`config.mk`:
```
export PLATFORM = sky130hd
export DESIGN_NAME = pipeline_run_ctrl
export DESIGN_NICKNAME = d
export VERILOG_FILES = /design/src/rtl/pipeline_run_ctrl.sv
export SDC_FILE = /design/constraint.sdc
export NUM_CORES = 1
export LEC_CHECK = 0
export BUFFER_PORTS_ARGS = -buffer_cell sky130_fd_sc_hd__buf_2
export CAP_MARGIN = 20
export CELL_PAD_IN_SITES_DETAIL_PLACEMENT = 0
export CELL_PAD_IN_SITES_GLOBAL_PLACEMENT = 1
export CORE_MARGIN = 8
export CORE_UTILIZATION = 38
export DETAILED_ROUTE_END_ITERATION = 8
export GPL_TIMING_DRIVEN = 1
export PLACE_DENSITY = 0.73
export SLEW_MARGIN = 20
export SYNTH_ARGS = -nofsm -noshare
export SYNTH_HDL_FRONTEND = slang
export SYNTH_SLANG_ARGS = --single-unit
```
`constraint.sdc`:
```
create_clock -name i_clk -period 2.2 [get_ports i_clk]
set_input_delay 0.11 -clock i_clk [delete_from_list [all_inputs] [get_ports i_clk]]
set_output_delay 0.11 -clock i_clk [all_outputs]
set_load 0.02 [all_outputs]
```
`src/rtl/pipeline_run_ctrl.sv`:
```
// pipeline_run_ctrl: run/step/stop/clear execution controller producing the
// pipeline-wide enable, a one-cycle flush pulse, a cycle counter and status.
//
// Ports:
//   i_clk            rising-edge clock
//   i_reset          asynchronous active-low reset
//   i_cmd_valid      command strobe; i_cmd / i_step_n sampled when high
//   i_cmd            00 CLEAR, 01 RUN, 10 STEP, 11 STOP
//   i_step_n         step count for STEP (0 behaves as 1)
//   i_halt_detected  HALT retiring in WB (meaningful only while enabled)
//   o_enable         PC / inter-stage register enable (RUN or STEP)
//   o_flush          one-cycle pulse returning PC and pipeline to reset state
//   o_state          00 IDLE, 01 RUN, 10 STEP, 11 HALTED
//   o_cycle_count    enabled cycles since last CLEAR, saturating
//   o_done           one-cycle pulse when a run/step ends by completion or halt
//   o_timeout        sticky watchdog expiry flag, cleared by CLEAR
module pipeline_run_ctrl #(
    parameter int CNT_W      = 32,
    parameter int STEP_W     = 8,
    parameter int MAX_CYCLES = 0
) (
    input  logic              i_clk,
    input  logic              i_reset,
    input  logic              i_cmd_valid,
    input  logic [1:0]        i_cmd,
    input  logic [STEP_W-1:0] i_step_n,
    input  logic              i_halt_detected,
    output logic              o_enable,
    output logic              o_flush,
    output logic [1:0]        o_state,
    output logic [CNT_W-1:0]  o_cycle_count,
    output logic              o_done,
    output logic              o_timeout
);

    typedef enum logic [1:0] {
        S_IDLE   = 2'b00,
        S_RUN    = 2'b01,
        S_STEP   = 2'b10,
        S_HALTED = 2'b11
    } state_t;

    localparam logic [1:0] CMD_CLEAR = 2'b00;
    localparam logic [1:0] CMD_RUN   = 2'b01;
    localparam logic [1:0] CMD_STEP  = 2'b10;
    localparam logic [1:0] CMD_STOP  = 2'b11;

    localparam logic [CNT_W-1:0]  LP_MAX  = CNT_W'(MAX_CYCLES);
    localparam logic [CNT_W-1:0]  LP_ONE  = {{(CNT_W-1){1'b0}}, 1'b1};
    localparam logic [STEP_W-1:0] LP_SONE = {{(STEP_W-1){1'b0}}, 1'b1};
    localparam bit                LP_WD_EN = (MAX_CYCLES != 0);

    state_t              r_state;
    state_t              w_next_state;
    logic [STEP_W-1:0]   r_step_cnt;
    logic [STEP_W-1:0]   w_next_step;
    logic [CNT_W-1:0]    r_cycle_count;
    logic [CNT_W-1:0]    w_next_count;
    logic                r_flush;
    logic                w_next_flush;
    logic                r_done;
    logic                w_next_done;
    logic                r_timeout;
    logic                w_next_timeout;

    logic [CNT_W-1:0]    w_cnt_inc;
    logic [STEP_W-1:0]   w_step_load;
    logic                w_wd_hit;
    logic                w_stop_cmd;
    logic                w_clear_cmd;

    // Count holds at all-ones once saturated; watchdog still compares it.
    assign w_cnt_inc   = (&r_cycle_count) ? r_cycle_count
                                          : r_cycle_count + LP_ONE;
    assign w_step_load = (i_step_n == '0) ? LP_SONE : i_step_n;
    assign w_wd_hit    = LP_WD_EN && (w_cnt_inc == LP_MAX);
    assign w_stop_cmd  = i_cmd_valid && (i_cmd == CMD_STOP);
    assign w_clear_cmd = i_cmd_valid && (i_cmd == CMD_CLEAR);

    always_ff @(posedge i_clk or negedge i_reset) begin
        if (!i_reset) begin
            r_state <= S_IDLE;
        end else begin
            r_state <= w_next_state;
        end
    end

    always_ff @(posedge i_clk or negedge i_reset) begin
        if (!i_reset) begin
            r_step_cnt    <= '0;
            r_cycle_count <= '0;
            r_flush       <= 1'b0;
            r_done        <= 1'b0;
            r_timeout     <= 1'b0;
        end else begin
            r_step_cnt    <= w_next_step;
            r_cycle_count <= w_next_count;
            r_flush       <= w_next_flush;
            r_done        <= w_next_done;
            r_timeout     <= w_next_timeout;
        end
    end

    always_comb begin
        w_next_state   = r_state;
        w_next_step    = r_step_cnt;
        w_next_count   = r_cycle_count;
        w_next_flush   = 1'b0;
        w_next_done    = 1'b0;
        w_next_timeout = r_timeout;

        unique case (r_state)
            S_IDLE: begin
                if (i_cmd_valid) begin
                    unique case (i_cmd)
                        CMD_CLEAR: begin
                            w_next_count   = '0;
                            w_next_timeout = 1'b0;
                            w_next_flush   = 1'b1;
                        end
                        CMD_RUN: begin
                            w_next_state = S_RUN;
                        end
                        CMD_STEP: begin
                            w_next_step  = w_step_load;
                            w_next_state = S_STEP;
                        end
                        default: begin
                        end
                    endcase
                end
            end

            S_RUN, S_STEP: begin
                // Every cycle here is enabled, including the exit cycle.
                w_next_count = w_cnt_inc;
                if (i_halt_detected) begin
                    w_next_state = S_HALTED;
                    w_next_done  = 1'b1;
                end else if (w_wd_hit) begin
                    w_next_state   = S_HALTED;
                    w_next_timeout = 1'b1;
                end else if (w_stop_cmd) begin
                    w_next_state = S_IDLE;
                end else if (r_state == S_STEP) begin
                    if (r_step_cnt == LP_SONE) begin
                        w_next_state = S_IDLE;
                        w_next_done  = 1'b1;
                    end else begin
                        w_next_step = r_step_cnt - LP_SONE;
                    end
                end
            end

            S_HALTED: begin
                if (w_clear_cmd) begin
                    w_next_state   = S_IDLE;
                    w_next_count   = '0;
                    w_next_timeout = 1'b0;
                    w_next_flush   = 1'b1;
                end
            end

            default: begin
                w_next_state = S_IDLE;
            end
        endcase
    end

    // Decoded straight from state so an async reset drops it immediately.
    assign o_enable      = (r_state == S_RUN) || (r_state == S_STEP);
    assign o_flush       = r_flush;
    assign o_state       = r_state;
    assign o_cycle_count = r_cycle_count;
    assign o_done        = r_done;
    assign o_timeout     = r_timeout;

endmodule
```
**After elaboration in Yosys (flattened, before gate mapping)**

Index checks and enable logic that the tools add are counted.

- Register bits after elaboration: 45
- Bits of input ports: 14
- Output and inout bits: 38

- Add/subtract/negate cells: 2
- Equal/unequal tests: 19
- Multiplexer cells: 34
- Bitwise operators: 1
- Reductions and logical operators: 13

Operators with widths:

| operator | count |
|---|---|
| $mux W32 | 4 |
| $pmux W32 S3 | 1 |
| $mux W8 | 7 |
| $add A32 B1 Y32 const B | 1 |
| $reduce_and A32 Y1 | 1 |
| $ne A2 B2 Y1 const B | 8 |
| $pmux W8 S2 | 1 |
| $mux W2 | 6 |
| $mux W1 | 11 |
| $eq A2 B2 Y1 const B | 4 |
| $eq A8 B1 Y1 const B | 1 |
| $logic_not A8 Y1 | 1 |
| $ne A4 B4 Y1 const B | 2 |
| $reduce_and A4 Y1 | 2 |
| $sub A8 B1 Y8 const B | 1 |
| $reduce_and A7 Y1 | 1 |
| $pmux W2 S3 | 1 |
| $reduce_and A5 Y1 | 1 |
| $eq A2 B1 Y1 const B | 2 |
| $logic_not A2 Y1 | 2 |
| $pmux W1 S2 | 2 |
| $pmux W2 S2 | 1 |
| $ne A3 B1 Y1 const B | 1 |
| $logic_and A1 B1 Y1 | 2 |
| 5 further kinds | 5 |

**Logic depth before layout (Yosys ltp)**

Gate-level depths: netlist of run 1.

- Depth in word-level cells: 6
- Gate-level depth with buffers: 10
- Depth with buffers taken out: 7

**Worst setup path before layout of run 1**

Ideal clock, no wire load.

- Kind: flip-flop to flip-flop
- Start: register r_state[0], in the netlist o_state[0]
- End: register r_step_cnt[4]
- Arrival: 2505 ps
- Required time: 2066 ps
- Slack: -440 ps
- Stages on the path, launching flop included: 10
- Clock period less this slack: 2640 ps
- Path through: dfrtp_1 inv_1 ha_1 buf_2 nor2b_1 o22ai_1 nor3_1 buf_2 mux2i_1 o21ai_0

- Word-level cells in the longest chain between the ends: 4
- Elaborated cells between the ends (all ways): 13
- Those cells by class: 8 x eq/ne; 1 x mux; 4 x reduce/logical

Ends and longest elaborated chain:

| what | RTL line | text |
|---|---|---|
| start: declaration | 53 | `state_t r_state;` |
| start signal: assignment | 84 | `r_state <= w_next_state;` |
| $eq A2 B2 Y1 or $eq A2 B1 Y1 (tied branches) | 112, 145 |  |
| $reduce_or A2 Y1 | 112 | `unique case (r_state)` |
| $ne A2 B2 Y1 (no line) or $reduce_bool A2 Y1 (tied branches) | n/a |  |
| $reduce_and A7 Y1 (no line) | n/a |  |
| end signal: assignment | 96 | `r_step_cnt <= w_next_step;` |
| end: declaration | 55 | `logic [STEP_W-1:0] r_step_cnt;` |

Parallel ways exist; a longest one is shown, timed or not.
A chain may end at the register's enable or synchronous reset.

**Worst setup path in the final report of run 1**

- Start: register r_cycle_count[10], in the netlist o_cycle_count[10]
- End: register r_cycle_count[23], in the netlist o_cycle_count[23]

- Word-level cells in the longest chain between the ends: 3
- Elaborated cells between the ends (all ways): 6
- Those cells by class: 1 x add/sub; 1 x eq/ne; 2 x mux; 2 x reduce/logical

Ends and longest elaborated chain:

| what | RTL line | text |
|---|---|---|
| start: declaration | 57 | `logic [CNT_W-1:0] r_cycle_count;` |
| start signal: assignment | 97 | `r_cycle_count <= w_next_count;` |
| $add A32 B1 Y32 or $reduce_and A32 Y1 (tied branches) | 74, 73 |  |
| $mux W32 or $ne A2 B2 Y1 (tied branches) | n/a |  |
| $pmux W32 S3 or $reduce_and A4 Y1 (tied branches) | n/a |  |

Parallel ways exist; a longest one is shown, timed or not. The select of a mux whose other input is x is not followed.

==> run metrics, run 1 <==
Synth Area in Compound Gates=19.1%; crit-path max FO=9; top cell type's share of synthesized area=35.7%; CP Data Required Time=2.43 ns; slew at the pin closest to its max-slew limit=0.537 ns; endpoint class of the critical path=register; area grow syn2layout=26.5%; antenna-violating nets left=0; number of setup violations in the final report=0; HP Class=in2reg; Clock Root Buffer=clkbuf_8; proportion of synthesized area in mux cells=3.61%; critical path class=reg2reg; layout cells sized above 1=28.0%; post-placement setup slack=0.0635 ns; Clk pin slew, worst setup/hold paths=0.09 ns; Core ar.=8050 um2; Non-Filler Instances=559; Vias per Instance=5.69; Nets=479; Seq/Total Area, Yosys=35.7%; FP Rows=33; synth top area cells=dfrtp_1, nand2_1, ha_1; Detailed Route Iter0 Violations=172; Startpoint Class=register; register bit count reported by yosys=44; Internal Pwr Total=0.00257 W; cell with the most instances after synthesis=nand2_1; Inserted Clock Buffers=5; Async SR Flop Fraction=100%; number of max-cap violations=0; Synth top cells by count=nand2_1, dfrtp_1, nor2_1, nand3_1, a21oi_1; Final Hold Viols=0; post-synthesis xor/xnor area fraction=0%; DRC=0; IO Count=52; n_diodes=0; crit path to=o_cycle_count[23]$_DFFE_PN0P_; Die Wd=106 um; synthesized area=3080 um2; GPL Wtd Cong=0.830; Synth Instances=372; Seq pwr share=25.2%; post-synthesis cell type count=52; drt wl/cell=16.6 um; vias in the first global route=2952; clk buf depth=2; Synth area leader=dfrtp_1; largest net degree at the start of global routing=33; gr usage total=16.2%; placed insts=549; DP HPWL=6.86 mm; crit path from=o_cycle_count[10]$_DFFE_PN0P_; Reg2Reg Depth=5; gr ovfl total=0; Adder-Cell Fraction of Synth Area=4.87%; Net Sw Power=0.00238 W; Primary FF master, synth=dfrtp_1; die footprint=11300 um2; Synth warnings=0; Peak Freq=473 MHz; worst setup margin=0.0855 ns; Worst Skew=0.00900 ns; R2R Path End=o_cycle_count[23]$_DFFE_PN0P_; Die Y=106 um; number of synthesized flops with an enable pin=0; clock sinks=44; CTS tree=done; Skew-Pair Late Insertion Delay=0.30 ns; outcome=finished, final reports clean; drt total wl=9.29 mm; Combinational Power Share=63.1%; Simple-Gate Fraction of Synth Area=32.0%; synthesized net count=398; first drt pass iteration count=5; worst vdd ir=0.000637 V; first-pass GRT wire length=15.0 mm; largest family of logic cells by synthesized area=simple AND/OR/NAND/NOR gates; port buffer count=50; R2R setup slack=0.09 ns; syn avg cell area=8.29 um2; RSZ-0062 raised after global routing=yes; initial core utilization=38.3%; max-slew violations=0; initial antenna violation count=0; H-tree depth=2; via count=3180; Pleak=1.82 nW; reg-to-reg startpoint=o_cycle_count[10]$_DFFE_PN0P_; Arr. time, crit path=2.35 ns; Slew headroom=63.9%; power per cell area=1270 nW/um2; clock period minus worst slack=2.11 ns; post-route clock period utilization=96.1%; Sw Share=48.1%; Clk network pwr share=11.6%
==> cells by family after synthesis <==
kind of cell	after synthesis
simple gates	184
compound gates	84
mux	11
other cells	1
fa+ha+maj	12
buf+inv	36
flops	44
==> registers in the layout (all words and copies together) (netlist names) <==
name,flops
r_step_cnt,8
o_cycle_count,32
o_done,1
o_flush,1
o_state,2
==> cell type report <==
class / instances / area, um2
Timing Repair Buffer: 96 / 623
Tap cell: 105 / 131
Clock buffer: 8 / 100
Multi-Input combinational cell: 292 / 1890
Sequential cell: 44 / 1100
Inverter: 14 / 52.6
Fill cell: 824 / 4150
==> worst max-delay path: stages (launching register included) <==
cell and delay, ns:
dfrtp_1 0.44, nand4_4 0.17, or3_4 0.40, a311o_2 0.45
or4_1 0.48, nand3_1 0.09
==> per-stage QoR <==
stage	total power, W	area [um2]	TNS [ns]	util, %	hold WS [ns]
6_report	0.00494	3900	0	48.5	0.0780
5_1_grt	0.00533	3900	-0.0745	48.5	0.113
4_1_cts	0.00497	3870	0	48.1	0.0782
3_5_place_dp	0.00439	3760	0	46.7	0.0894
3_3_place_gp	0.00430	3760	0	46.7	0.0931
2_1_floorplan	0.00329	3110	0	-	-0.186
==> cells in the final DEF (no fill, tap or decap), types with 12 or more instances in the layout <==
| master | count |
|---|---|
| dfrtp_1 | 41 |
| nand3_1 | 22 |
| inv_1 | 12 |
| nor3_1 | 18 |
| buf_2 | 50 |
| a21oi_1 | 21 |
| buf_4 | 43 |
| nor2_1 | 24 |
| o21ai_0 | 12 |
| nand2_1 | 52 |
==> per-layer routing <==
layer	global-route usage (%)	part of all wire, %	vias up
li1	-	-	1549
met1	22.9	49	1553
met2	24.9	46	70
met3	2.60	4.2	8
met4	4.32	0.99	0
met5	0	0	-
==> what timing repair did <==
action                                 CTS  global route
resized for setup                        0             5
endpoints found under the hold margin   18             0
buffers inserted                         0             1
hold buffers                             1             0
setup endpoints to repair                0            12
==> worst min-delay path by stage <==
stage | from | endpoint | slack, ns | cells after the start
4_1_cts | i_halt_detected | o_done$_DFF_PN0_ | 0.08 | 3
5_1_grt | i_step_n[1] | r_step_cnt[1]$_DFFE_PN0P_ | 0.11 | 3
6_report | i_halt_detected | o_done$_DFF_PN0_ | 0.08 | 3
2_1_floorplan | i_reset | o_cycle_count[0]$_DFFE_PN0P_ | -0.19 | 0
3_3_place_gp | i_reset | o_flush$_DFF_PN0_ | 0.09 | 1
3_5_place_dp | i_reset | o_flush$_DFF_PN0_ | 0.09 | 1
==> power by group through the flow <==
stage               registers (W)  clock network, W  logic [W]
floorplan                 0.00147                 0    0.00181
global placement          0.00124                 0    0.00306
detailed placement        0.00125                 0    0.00313
CTS                       0.00124          0.000596    0.00314
global route              0.00128          0.000623    0.00342
finish                    0.00125          0.000575    0.00312
No activity file was read; power rests on OpenSTA's default activity.
==> run 2: changes to the inputs <==
--- a/config.mk
+++ b/config.mk
@@ -7,2 +7,3 @@
 export LEC_CHECK = 0
+export ABC_CLOCK_PERIOD_IN_PS = 2200
 export BUFFER_PORTS_ARGS = -buffer_cell sky130_fd_sc_hd__buf_2
==> constraint.sdc (replaced) <==
create_clock -name i_clk -period 2.2 [get_ports i_clk]
set_input_delay 0.33 -clock i_clk [delete_from_list [all_inputs] [get_ports i_clk]]
set_output_delay 0.33 -clock i_clk [all_outputs]
set_load 0.02 [all_outputs]
==> run 2 against run 1 <==
Routed wire length decreased by 0.40%. Final cell count increased by 1.4%. Via count increased by 0.38%. Hold slack got worse by 0.047 ns. Largest power group unchanged.
==> run metrics, run 2 (synthesis results as in run 1) <==
CP peak stage delay=0.63 ns; die footprint=11300 um2; delay-heaviest family, CP=simple AND/OR/NAND/NOR gates; Peak Freq=467 MHz; port buffer count=50; clk buf depth=2; Reg2Reg Depth=6; Skew-Pair Late Insertion Delay=0.30 ns; clock period minus worst slack=2.14 ns; endpoint class of the critical path=register; most frequent cells in the layout=nand2_1, buf_4, buf_2; drt total wl=9.25 mm; crit-path max FO=5; Buf+Inv Stages, Crit Path=1; initial antenna violation count=0; CTS tree=done; Worst Skew=0.0141 ns; antenna-violating nets left=0; Die Y=106 um; fillers=831; Non-Filler Instances=567; worst vdd ir=0.000506 V; Critical Path, Cell by Cell=or4_1 > nor4_2 > buf_4 > nor4_1 > mux2i_1 > o221a_2; Vias per Instance=5.63; gr usage total=16.9%; DRC=0; IO Count=52; Die Wd=106 um; Nets=487; Arr. time, crit path=2.37 ns; H-tree depth=2; area grow syn2layout=28.9%; critical path class=reg2reg; post-route clock period utilization=97.2%; first drt pass iteration count=4; FP Rows=33; Pleak=1.86 nW; initial core utilization=38.3%; Placed Area=3810 um2; largest net degree at the start of global routing=38; Inserted Clock Buffers=5; WP depth=6; max-slew violations=0; placed insts=556; crit path max-delay cell type=or4_1; clock sinks=44; Detailed Route Iter0 Violations=155; post-route cell area=3980 um2; power per cell area=1260 nW/um2; Clk pin slew, worst setup/hold paths=0.10 ns; vias in the first global route=3157; number of max-cap violations=0; Startpoint Class=register; layout cells sized above 1=30.3%; slew at the pin closest to its max-slew limit=0.664 ns; Final Hold Viols=0; CP Data Required Time=2.43 ns; n_diodes=0; Core ar.=8050 um2; drt wl/cell=16.3 um; outcome=finished, final reports clean; number of setup violations in the final report=0; gr ovfl total=0; max reg flops=32; Slew headroom=55.6%; DP HPWL=6.86 mm; Clock Root Buffer=clkbuf_8; HP Class=in2async; RSZ-0062 raised after global routing=yes; via count=3192; GPL Wtd Cong=0.782; first-pass GRT wire length=15.8 mm; CTS Hold Bufs=0
==> run 2: repair_timing <==
action	4_1_cts	5_1_grt
setup buffers	0	3
pin swaps	0	4
endpoints found under the setup margin	7	13
resized for setup	1	10
==> run 2: path summary, 6_finish.rpt <==
check                                              start  slack (ns)                            end
min                                              i_reset        0.03   o_cycle_count[4]$_DFFE_PN0P_
max reg2reg                    r_step_cnt[5]$_DFFE_PN0P_        0.06      r_step_cnt[3]$_DFFE_PN0P_
max                            r_step_cnt[5]$_DFFE_PN0P_        0.06      r_step_cnt[3]$_DFFE_PN0P_
min in group i_clk                           i_step_n[1]        0.30      r_step_cnt[1]$_DFFE_PN0P_
max in group asynchronous                        i_reset        1.62   o_cycle_count[8]$_DFFE_PN0P_
min reg2reg                o_cycle_count[23]$_DFFE_PN0P_        0.56  o_cycle_count[23]$_DFFE_PN0P_
==> run 2: per-stage QoR <==
| stage | hold WS (ns) | power, W | utilization [%] | setup TNS, ns | worst slack [ns] |
|---|---|---|---|---|---|
| after floorplan | 0.0344 | 0.00329 | - | 0 | 0.0362 |
| after global placement | 0.360 | 0.00428 | 47.4 | -1.17 | -0.203 |
| after detailed placement | 0.367 | 0.00434 | 47.4 | -1.49 | -0.245 |
| after CTS | 0.0453 | 0.00501 | 48.8 | 0 | 0.00279 |
| after global routing | 0.0585 | 0.00543 | 49.4 | -0.00985 | -0.00936 |
| final | 0.0308 | 0.00499 | 49.4 | 0 | 0.0607 |
==> run 2: power breakdown <==
group | leakage [nW] | total, W | internal (W) | switching (W)
Clock | 0.0552 | 0.000627 | 0.000338 | 0.000289
Combinational | 1.23 | 0.00314 | 0.00124 | 0.00190
Sequential | 0.580 | 0.00123 | 0.00103 | 0.000195
==> run 2: layout make-up <==
cell class / instances / area (um2) / share of cell area [%]
inverter: 14 / 52.6 / 1.32
clock buffer: 6 / 72.6 / 1.83
tap: 105 / 131 / 3.30
timing repair buffer: 104 / 681 / 17.1
multi-input combinational: 292 / 1900 / 47.7
clock inverter: 2 / 35.0 / 0.881
sequential: 44 / 1110 / 27.8
==> run 2: per-layer routing <==
layer	vias up	track usage (%)	share of wire, %
li1	1570	-	-
met1	1553	23.8	49
met2	62	26.5	45
met3	7	2.66	4.8
met4	0	3.42	0.81
met5	-	0	0
